## config.mk

```make
export PLATFORM = sky130hd
export DESIGN_NAME = boot_loader
export DESIGN_NICKNAME = d
export VERILOG_FILES = /design/src/rtl/boot_loader_pkg.sv /design/src/rtl/boot_timeout.sv /design/src/rtl/boot_loader.sv
export SDC_FILE = /design/constraint.sdc
export NUM_CORES = 1
export LEC_CHECK = 0
export ABC_CLOCK_PERIOD_IN_PS = 3500
export CAP_MARGIN = 20
export CORE_AREA = 5 5 120 122
export DETAILED_ROUTE_END_ITERATION = 16
export DIE_AREA = 0 0 125 127
export PLACE_DENSITY = 0.77
export REMOVE_ABC_BUFFERS = 1
export SLEW_MARGIN = 20
export SYNTH_ARGS = -nofsm -noshare
export SYNTH_HDL_FRONTEND = slang
export SYNTH_SLANG_ARGS = --single-unit
```

## constraint.sdc

```tcl
create_clock -name clk -period 3.5 [get_ports clk]
set_input_delay 0.525 -clock clk [delete_from_list [all_inputs] [get_ports clk]]
set_output_delay 0.525 -clock clk [all_outputs]
set_load 0.02 [all_outputs]
```

## src/rtl/boot_loader_pkg.sv

```systemverilog
// +---------------------------------------------------------------------------+
// | boot_loader_pkg : loader states and UART image-format constants           |
// | Revision 1.0                                                              |
// +---------------------------------------------------------------------------+
`default_nettype none

package boot_loader_pkg;

  typedef enum logic [2:0] {
    HDR_HI = 3'd0,
    HDR_LO = 3'd1,
    WORD   = 3'd2,
    WRITE  = 3'd3,
    RUN    = 3'd4,
    ERR    = 3'd5
  } boot_state_t;

  localparam int HDR_BYTES  = 2;
  localparam int WORD_BYTES = 4;

endpackage

`default_nettype wire

```

## src/rtl/boot_timeout.sv

```systemverilog
// +---------------------------------------------------------------------------+
// | boot_timeout : idle-cycle counter with clear/enable, flags TIMEOUT reached |
// | Revision 1.0                                                              |
// +---------------------------------------------------------------------------+
`default_nettype none

module boot_timeout #(
  parameter int TIMEOUT = 1000000
) (
  input  logic clk,
  input  logic rst_n,
  input  logic clear,
  input  logic enable,
  output logic expired
);

  localparam int CNT_W = $clog2(TIMEOUT + 1);

  logic [CNT_W-1:0] count;

  assign expired = (count == CNT_W'(TIMEOUT));

  // Saturates at TIMEOUT so the flag stays up until the loader reacts.
  always_ff @(posedge clk or negedge rst_n) begin
    if (!rst_n) begin
      count <= '0;
    end else if (clear || !enable) begin
      count <= '0;
    end else if (!expired) begin
      count <= count + CNT_W'(1);
    end
  end

endmodule

`default_nettype wire

```

## src/rtl/boot_loader.sv

```systemverilog
// +---------------------------------------------------------------------------+
// | boot_loader : UART image loader into instruction RAM, then CPU fetch path |
// | Revision 1.0                                                              |
// +---------------------------------------------------------------------------+
`default_nettype none

module boot_loader
  import boot_loader_pkg::*;
#(
  parameter int MEM_WORDS = 128,
  parameter int ADDR_W    = 7,
  parameter int TIMEOUT   = 1000000
) (
  input  logic              clk,
  input  logic              reset_n,
  input  logic              rx_valid,
  input  logic [7:0]        rx_data,
  input  logic              load_req,
  input  logic [30:0]       cpu_addr,
  output logic [31:0]       cpu_data,
  output logic [ADDR_W-1:0] mem_addr,
  output logic              mem_we,
  output logic [31:0]       mem_wdata,
  input  logic [31:0]       mem_rdata,
  output logic              cpu_rst_n,
  output logic              busy,
  output logic              err,
  output logic [15:0]       words_loaded
);

  localparam logic [28:0] FETCH_LIMIT = 29'(MEM_WORDS);
  localparam logic [15:0] MAX_COUNT   = 16'(MEM_WORDS);
  localparam logic [1:0]  LAST_BYTE   = 2'(WORD_BYTES - 1);

  boot_state_t state;
  logic [15:0] word_count;
  logic [1:0]  byte_idx;
  logic [23:0] shift_reg;
  logic        timeout_hit;
  logic        timing;
  logic [15:0] hdr_count;
  logic        hdr_bad;
  logic [15:0] next_loaded;
  logic        unused_addr_lsbs;

  assign unused_addr_lsbs = &{1'b0, cpu_addr[1:0]};

  assign timing      = (state == HDR_LO) || (state == WORD) || (state == WRITE);
  assign hdr_count   = {word_count[15:8], rx_data};
  assign hdr_bad     = (hdr_count == 16'd0) || (hdr_count > MAX_COUNT);
  assign next_loaded = words_loaded + 16'd1;

  boot_timeout #(.TIMEOUT(TIMEOUT)) u_timeout (
    .clk     (clk),
    .rst_n   (reset_n),
    .clear   (rx_valid || load_req),
    .enable  (timing),
    .expired (timeout_hit)
  );

  assign mem_we   = (state == WRITE);
  assign mem_addr = (state == RUN) ? cpu_addr[ADDR_W+1:2] : words_loaded[ADDR_W-1:0];
  assign cpu_data = ((state == RUN) && (cpu_addr[30:2] < FETCH_LIMIT)) ? mem_rdata : 32'd0;

  always_ff @(posedge clk or negedge reset_n) begin
    if (!reset_n) begin
      state        <= HDR_HI;
      cpu_rst_n    <= 1'b0;
      busy         <= 1'b1;
      err          <= 1'b0;
      mem_wdata    <= 32'd0;
      words_loaded <= 16'd0;
      word_count   <= 16'd0;
      byte_idx     <= 2'd0;
      shift_reg    <= 24'd0;
    end else if (load_req) begin
      state        <= HDR_HI;
      cpu_rst_n    <= 1'b0;
      busy         <= 1'b1;
      err          <= 1'b0;
      words_loaded <= 16'd0;
      byte_idx     <= 2'd0;
    end else begin
      case (state)
        HDR_HI: begin
          if (rx_valid) begin
            word_count[15:8] <= rx_data;
            state            <= HDR_LO;
          end
        end
        HDR_LO: begin
          if (rx_valid) begin
            word_count <= hdr_count;
            if (hdr_bad) begin
              state <= ERR;
              err   <= 1'b1;
              busy  <= 1'b0;
            end else begin
              state <= WORD;
            end
          end else if (timeout_hit) begin
            state <= ERR;
            err   <= 1'b1;
            busy  <= 1'b0;
          end
        end
        WORD: begin
          if (rx_valid) begin
            shift_reg <= {shift_reg[15:0], rx_data};
            if (byte_idx == LAST_BYTE) begin
              mem_wdata <= {shift_reg, rx_data};
              byte_idx  <= 2'd0;
              state     <= WRITE;
            end else begin
              byte_idx <= byte_idx + 2'd1;
            end
          end else if (timeout_hit) begin
            state <= ERR;
            err   <= 1'b1;
            busy  <= 1'b0;
          end
        end
        WRITE: begin
          words_loaded <= next_loaded;
          if (next_loaded == word_count) begin
            state     <= RUN;
            cpu_rst_n <= 1'b1;
            busy      <= 1'b0;
          end else begin
            state <= WORD;
            // A byte landing here is the first byte of the next word.
            if (rx_valid) begin
              shift_reg <= {shift_reg[15:0], rx_data};
              byte_idx  <= 2'd1;
            end
          end
        end
        RUN: begin
        end
        ERR: begin
        end
        default: begin
          state <= ERR;
          err   <= 1'b1;
          busy  <= 1'b0;
        end
      endcase
    end
  end

endmodule

`default_nettype wire

```

==> results.sh, run 1 <==
export IMPL_r2r_setup_slack_ns=0.37
export IMPL_drt_initial_drc_count=336
export IMPL_grt_pass1_vias=5849
export IMPL_grt_overflow=0
export IMPL_ys_dominant_reg_cell="dfrtp_1"
export IMPL_cts_tree="done"
export IMPL_fin_crit_ns=3.161
export IMPL_final_setup_tns_ns=0
export IMPL_worstPathRequired_ns=2.97
export IMPL_timing_fmax_mhz=316.4
export IMPL_synth_edf_count=0
export IMPL_area_delta_synth_final_pct=38.09
export IMPL_diodes=0
export IMPL_die_w_um=125
export IMPL_clock_power_share_pct=48.1
export IMPL_worst_setup_path_end_kind="output port"
export IMPL_syn_area_sq_um=6416
export IMPL_rsz0062_at_grt="no"
export IMPL_syn_inst=653
export IMPL_root_buffer="clkbuf_16"
export IMPL_synth_distinct_cells=61
export IMPL_synthArstFlopShare_pct=100.0
export IMPL_grt_max_degree=98
export IMPL_dpl_cell_count=967
export IMPL_ant_nets=0
export IMPL_largest_reg_flops=32
export IMPL_skew_ns=0.009461
export IMPL_p_per_area_nw_per_um2=433.8
export IMPL_p_leak_nw=3.387
export IMPL_post_route_period_util_pct=90.30
export IMPL_drive_gt1_share_pct=16.28
export IMPL_ys_warn_count=0
export IMPL_max_slew_margin_pct=31.71
export IMPL_cts_buffers=17
export IMPL_synth_seq_area_share_pct=45.26
export IMPL_hold_violations=4
export IMPL_fin_nets=889
export IMPL_max_cap_violations=0
export IMPL_dp_hpwl_um=13080
export IMPL_drc_errors=0
export IMPL_syn_area_per_cell_sq_um=9.826
export IMPL_initial_core_util_pct=49.03
export IMPL_fp_row_count=42
export IMPL_wire_per_inst_um=18.26
export IMPL_antenna_found_initial=0
export IMPL_failed_checks="negative hold slack"
export IMPL_cts_sinks=116
export IMPL_dieHeight_um=127
export IMPL_vias_per_cell=5.611
export IMPL_core_sq_um=13090
export IMPL_fill_cells=977
export IMPL_die_area_sq_um=15880
export IMPL_gr_usage_all_layers_pct=23.24
export IMPL_outcome="finished with violations"
export IMPL_reg2reg_depth=8
export IMPL_routabilityCongestion=0.9839
export IMPL_netSwitchingPower_w=0.0009459
export IMPL_r2r_start="words_loaded[1]"
export IMPL_cts_path_max_buffers=2
export IMPL_ys_ff_latch=116
export IMPL_p_sw_share_pct=24.61
export IMPL_ios=166
export IMPL_worstSetupPathType="reg2out"
export IMPL_io_buffers=163
export IMPL_drv_slew=0
export IMPL_worst_slew_pin_slew_ns=1.016
export IMPL_internal_power_w=0.002898
export IMPL_crit_fanout=32
export IMPL_grt_pass1_wl_um=30270
export IMPL_finalNonFillerCells=999
export IMPL_wl_um=18240
export IMPL_pwr_share_seq_pct=40.2
export IMPL_r2r_end="state[2]"
export IMPL_clkLatencyLatePin_ns=0.41
export IMPL_vias=5605
export IMPL_hp_class="in2async"
export IMPL_peakVddDrop_uv=395.2
export IMPL_clk_pin_slew_ns=0.05
export IMPL_htree_levels=4
export IMPL_arrival_ns=2.64
export IMPL_critPathLaunchType="flip-flop"
export IMPL_p_comb_share_pct=11.7
export IMPL_firstDrtPassIters=5
export IMPL_setup_viol=0
export IMPL_holdWs_ns=-0.005954
[worst max-delay path by stage]
stage                   to             from  depth (start not counted)  slack (ns)
2_1_floorplan  byte_idx[1]  words_loaded[0]                          7        0.12
3_3_place_gp      state[2]  words_loaded[1]                          8        0.46
3_5_place_dp   byte_idx[1]  words_loaded[1]                          8        0.32
4_1_cts        byte_idx[1]  words_loaded[1]                          8        0.30
5_1_grt           state[2]  words_loaded[1]                          8        0.03
6_report       cpu_data[5]         state[0]                          7        0.34
[through the flow]
stage          hold slack (ns)  power [W]  worst slack, ns  cell area, sq um  utilization [%]
2_1_floorplan           0.2294   0.001777           0.1182              6233                -
3_3_place_gp            0.4250   0.001991           0.4623              8218            62.80
3_5_place_dp            0.4290   0.002012           0.3157              8218            62.80
4_1_cts              0.0006654   0.003863           0.2975              8852            67.65
5_1_grt               0.009930   0.003990          0.02557              8860            67.71
6_report             -0.005954   0.003844           0.3394              8860            67.71
[Yosys cell counts, drive strengths merged (2+ instances only)]
master,count,share of area [%]
a2111oi,2,0.37
a211oi,4,0.47
a21oi,18,1.5
a2bb2oi,24,3.3
and2,33,3.2
and3,3,0.29
buf,14,1.3
clkbuf,27,1.6
dfrtp,115,45
ha,4,0.78
inv,15,0.88
mux2,54,9.5
nand2,74,4.3
nand3,41,4.8
nand4,8,0.88
nor2,51,3.0
nor3,9,0.70
nor3b,2,0.23
nor4,14,1.5
nor4b,4,0.55
o2111ai,2,0.27
o211ai,3,0.35
o21ai,17,1.3
o22ai,4,0.39
o31ai,2,0.23
or2,2,0.20
or3,37,3.6
or4,5,0.59
xnor2,23,3.1
xor2,22,3.0
[power groups by stage]
stage	logic, W	registers, W	clock network (W)
final	0.000448	0.00155	0.00185
after global routing	0.000492	0.00156	0.00194
after CTS	0.000452	0.00154	0.00187
after detailed placement	0.000445	0.00157	0
after global placement	0.000433	0.00156	0
after floorplan	0.000242	0.00153	0
[critical path, cell delays in order, from the launching register on]
cell and delay (ns):
dfrtp_1 0.50, nor2_1 0.22, and2_1 0.26, nand3_1 0.10, nor2_1 0.11, buf_4 0.24
and2_1 0.16, clkdlybuf4s50_1 0.62
[cell families after synthesis]
logic type / Yosys count / share of synthesized area (%)
buf+inv: 57 / 3.783
flops: 116 / 45.26
mux: 55 / 9.633
fa+ha+maj: 4 / 0.7801
xor+xnor: 45 / 6.143
compound gates: 88 / 9.906
simple gates: 288 / 24.49
[cells in the final DEF (no fill, tap or decap), drive strengths merged, types with 19 or more instances in the layout]
cell type      instances
nand3                 41
nor2                  51
dfrtp                115
and2                  33
or3                   37
mux2                  54
xnor2                 23
xor2                  22
a2bb2oi               24
nand2                 74
clkbuf                19
clkdlybuf4s50        162
[metal layers]
layer / wire length (um) / part of all wire (%) / track usage, %
met1: 7109 / 39 / 27.14
met2: 9696 / 53 / 42.30
met3: 995 / 5.5 / 5.384
met4: 437 / 2.4 / 7.717
met5: 0 / 0 / 0
[repair_timing]
action / in CTS / in global routing
gates resized for setup: 0 / 1
hold buffers: 0 / 0
endpoints found under the setup margin: 0 / 2
buffers inserted: 0 / 0
[cell type report]
cell class / count / area [sq um] / share of cell area (%)
multi-input combinational: 480 / 3279 / 37.01
inverter: 16 / 60.06 / 0.6779
clock inverter: 13 / 181.4 / 2.048
clock buffer: 19 / 452.9 / 5.112
tap: 176 / 220.2 / 2.486
sequential: 116 / 2904 / 32.78
timing repair buffer: 179 / 1762 / 19.88
Note: power is estimated with default switching activity, not from simulation.
==> inputs of run 2 (changes only) <==
--- a/config.mk
+++ b/config.mk
@@ -7,7 +7,8 @@
 export LEC_CHECK = 0
+export ABC_AREA = 1
 export ABC_CLOCK_PERIOD_IN_PS = 3500
 export CAP_MARGIN = 20
-export CORE_AREA = 5 5 120 122
+export CORE_AREA = 2 2 115 117
 export DETAILED_ROUTE_END_ITERATION = 16
-export DIE_AREA = 0 0 125 127
+export DIE_AREA = 0 0 117 119
 export PLACE_DENSITY = 0.77
==> constraint.sdc (replaced) <==
create_clock -name clk -period 3.5 [get_ports clk]
set_input_delay 0.7 -clock clk [delete_from_list [all_inputs] [get_ports clk]]
set_output_delay 0.7 -clock clk [all_outputs]
set_load 0.02 [all_outputs]
==> run 2 against run 1 <==
  * The run now ends clean
  * Largest cell class is now flip-flops and latches
  * Register-to-register slack improved by 0.33 ns
  * Sequential share of layout area rose by 1.4 points
  * Clock skew fell by 0.00071 ns
  * Utilization fell by 1.8 points
  * Clock power barely moved
  * Cell count rose by 13%
  * Critical path type is now in2out
  * First-iteration DRC count rose by 3.0%
  * Critical path depth did not move
  * Count of clock-buffer cells in the layout rose by 1
==> results.sh, run 2 <==
export IMPL_worstPathRequired_ns=2.80
export IMPL_synth_distinct_cells=40
export IMPL_die_w_um=117
export IMPL_final_common_cell="nand2_1"
export IMPL_root_buffer="clkbuf_16"
export IMPL_hold_violations=0
export IMPL_antenna_found_initial=3
export IMPL_drt_initial_drc_count=346
export IMPL_netlist_top_cells_count="nand2_1, dfrtp_1, inv_1"
export IMPL_clkLatencyLatePin_ns=0.41
export IMPL_max_cap_violations=0
export IMPL_io_buffers=163
export IMPL_final_setup_tns_ns=0
export IMPL_vias_per_cell=5.180
export IMPL_p_per_area_nw_per_um2=531.7
export IMPL_fill_cells=1078
export IMPL_cts_tree="done"
export IMPL_drv_slew=0
export IMPL_setup_viol=0
export IMPL_reg2reg_depth=13
export IMPL_drive_gt1_share_pct=8.325
export IMPL_fin_crit_ns=3.318
export IMPL_grt_pass1_vias=5506
export IMPL_firstDrtPassIters=6
export IMPL_synth_edf_count=0
export IMPL_p_sw_share_pct=29.89
export IMPL_drc_errors=0
export IMPL_ant_nets=0
export IMPL_p_leak_nw=4.143
export IMPL_fp_row_count=42
export IMPL_cts_setup_buffers=0
export IMPL_outcome="finished clean"
export IMPL_critPathLaunchType="input port"
export IMPL_grt_pass1_wl_um=26790
export IMPL_ys_warn_count=0
export IMPL_fin_nets=1017
export IMPL_syn_area_sq_um=6078
export IMPL_peakVddDrop_uv=368.8
export IMPL_r2r_start="words_loaded[0]"
export IMPL_hp_class="in2async"
export IMPL_max_slew_margin_pct=62.61
export IMPL_gr_usage_all_layers_pct=24.91
export IMPL_grt_max_degree=60
export IMPL_synth_area_top_cells="dfrtp_1, nand2_1, inv_1, o21ai_0, mux2_2"
export IMPL_vias=5843
export IMPL_cts_resized=32
export IMPL_pwr_share_seq_pct=39.3
export IMPL_htree_levels=4
export IMPL_clk_pin_slew_ns=0.05
export IMPL_yosys_area_top_type="dfrtp_1"
export IMPL_syn_area_per_cell_sq_um=7.884
export IMPL_r2r_end="shift_reg[14]"
export IMPL_initial_core_util_pct=47.21
export IMPL_netSwitchingPower_w=0.001349
export IMPL_cts_buffers=17
export IMPL_core_sq_um=12870
export IMPL_cts_path_max_buffers=2
export IMPL_post_route_period_util_pct=94.80
export IMPL_p_comb_share_pct=20.2
export IMPL_dp_hpwl_um=12230
export IMPL_synth_seq_area_share_pct=47.78
export IMPL_ys_dominant_reg_cell="dfrtp_1"
export IMPL_wl_um=16870
export IMPL_ios=166
export IMPL_crit_fanout=32
export IMPL_internal_power_w=0.003163
export IMPL_clock_power_share_pct=40.5
export IMPL_synth_most_common_cell="nand2_1"
export IMPL_worst_slew_pin_slew_ns=0.5602
export IMPL_wire_per_inst_um=14.95
export IMPL_largest_reg_flops=32
export IMPL_startpoint="cpu_addr[28]"
export IMPL_rsz0062_at_grt="no"
export IMPL_cts_sinks=116
export IMPL_worst_setup_path_end_kind="output port"
export IMPL_ys_ff_latch=116
export IMPL_r2r_setup_slack_ns=0.70
export IMPL_die_area_sq_um=13920
export IMPL_synth_top_area_share_pct=47.34
export IMPL_final_cell_mix="nand2_1, clkdlybuf4s50_1, dfrtp_1"
export IMPL_synthArstFlopShare_pct=100.0
export IMPL_postCtsHoldBufs=0
export IMPL_endpoint="cpu_data[15]"
export IMPL_syn_inst=771
export IMPL_dieHeight_um=119
export IMPL_timing_fmax_mhz=301.4
export IMPL_skew_ns=0.008749
export IMPL_area_delta_synth_final_pct=39.60
export IMPL_grt_overflow=0
export IMPL_arrival_ns=2.62
export IMPL_worstSetupPathType="in2out"
export IMPL_routabilityCongestion=0.8938
export IMPL_post_route_util_pct=65.91
[run 2: cell count changes in the layout (fill, tap and decap cells not counted), moves of 32 or more]
cell,before,now
or3_1,37,0
o21ai_0,16,54
clkdlybuf4s50_1,162,130
nand4_1,7,42
inv_1,14,108
and2_1,33,1
nand2_1,74,197
dlygate4sd2_1,0,32
[run 2: final cells by class]
| type | count | area, sq um | share of cell area (%) |
|---|---|---|---|
| sequential | 116 | 2904 | 34.22 |
| multi-input combinational | 522 | 2658 | 31.32 |
| timing repair buffer | 171 | 1662 | 19.58 |
| clock buffer | 20 | 466.7 | 5.500 |
| inverter | 110 | 412.9 | 4.866 |
| tap | 176 | 220.2 | 2.595 |
| clock inverter | 10 | 155.1 | 1.828 |
| antenna | 3 | 7.507 | 0.08847 |
[run 2: kinds of logic after synthesis]
kind of cell    after synthesis  share of synthesized area (%)
mux                          24                          4.446
fa+ha+maj                     4                         0.8234
buf+inv                     133                          8.542
xor+xnor                      3                         0.4324
simple gates                388                          28.78
flops                       116                          47.78
compound gates              103                          9.201
[run 2: how the worst min path moves through the flow]
stage	startpoint	end	slack, ns	cells after the start
floorplan	reset_n	byte_idx[0]	0.40	0
global placement	u_timeout.count[19]	u_timeout.count[19]	0.45	1
detailed placement	shift_reg[16]	shift_reg[16]	0.46	2
CTS	reset_n	u_timeout.count[4]	0.27	1
global route	reset_n	u_timeout.count[4]	0.29	1
finish	reset_n	u_timeout.count[4]	0.26	1
[run 2: stage by stage]
stage	total power [W]	setup WS, ns	instances	area [sq um]	hold slack (ns)
2_1_floorplan	0.002300	0.1561	748	5972	0.4044
3_3_place_gp	0.002649	-0.1030	1095	7896	0.4485
3_5_place_dp	0.002681	-0.1209	1095	7896	0.4589
4_1_cts	0.004521	0.1589	1125	8478	0.2716
5_1_grt	0.004737	0.009327	1128	8486	0.2885
6_report	0.004512	0.1821	1128	8486	0.2578
[run 2: metal layers]
layer  share of wire [%]  vias up  wire (um)  track usage [%]
met5                   0        -          0                0
met1                  41     2718       6977            30.61
met2                  49      223       8207            41.26
li1                    -     2872          -                -
met4                 2.2        0        365            10.44
met3                 7.8       30       1314            6.514
[run 2: worst max-delay path: stages]
cell and delay [ns]:
clkdlybuf4s50_1 0.39, or4_1 0.52, nor4_1 0.19, nand4_1 0.11, buf_4 0.25, nor2_1 0.11, dlygate4sd2_1 0.34
[run 2: power by group through the flow]
| stage | clock, W | combinational (W) | sequential, W |
|---|---|---|---|
| 2_1_floorplan | 0 | 0.000571 | 0.00173 |
| 3_3_place_gp | 0 | 0.000870 | 0.00178 |
| 3_5_place_dp | 0 | 0.000903 | 0.00178 |
| 4_1_cts | 0.00185 | 0.000910 | 0.00177 |
| 5_1_grt | 0.00191 | 0.00104 | 0.00180 |
| 6_report | 0.00183 | 0.000909 | 0.00177 |
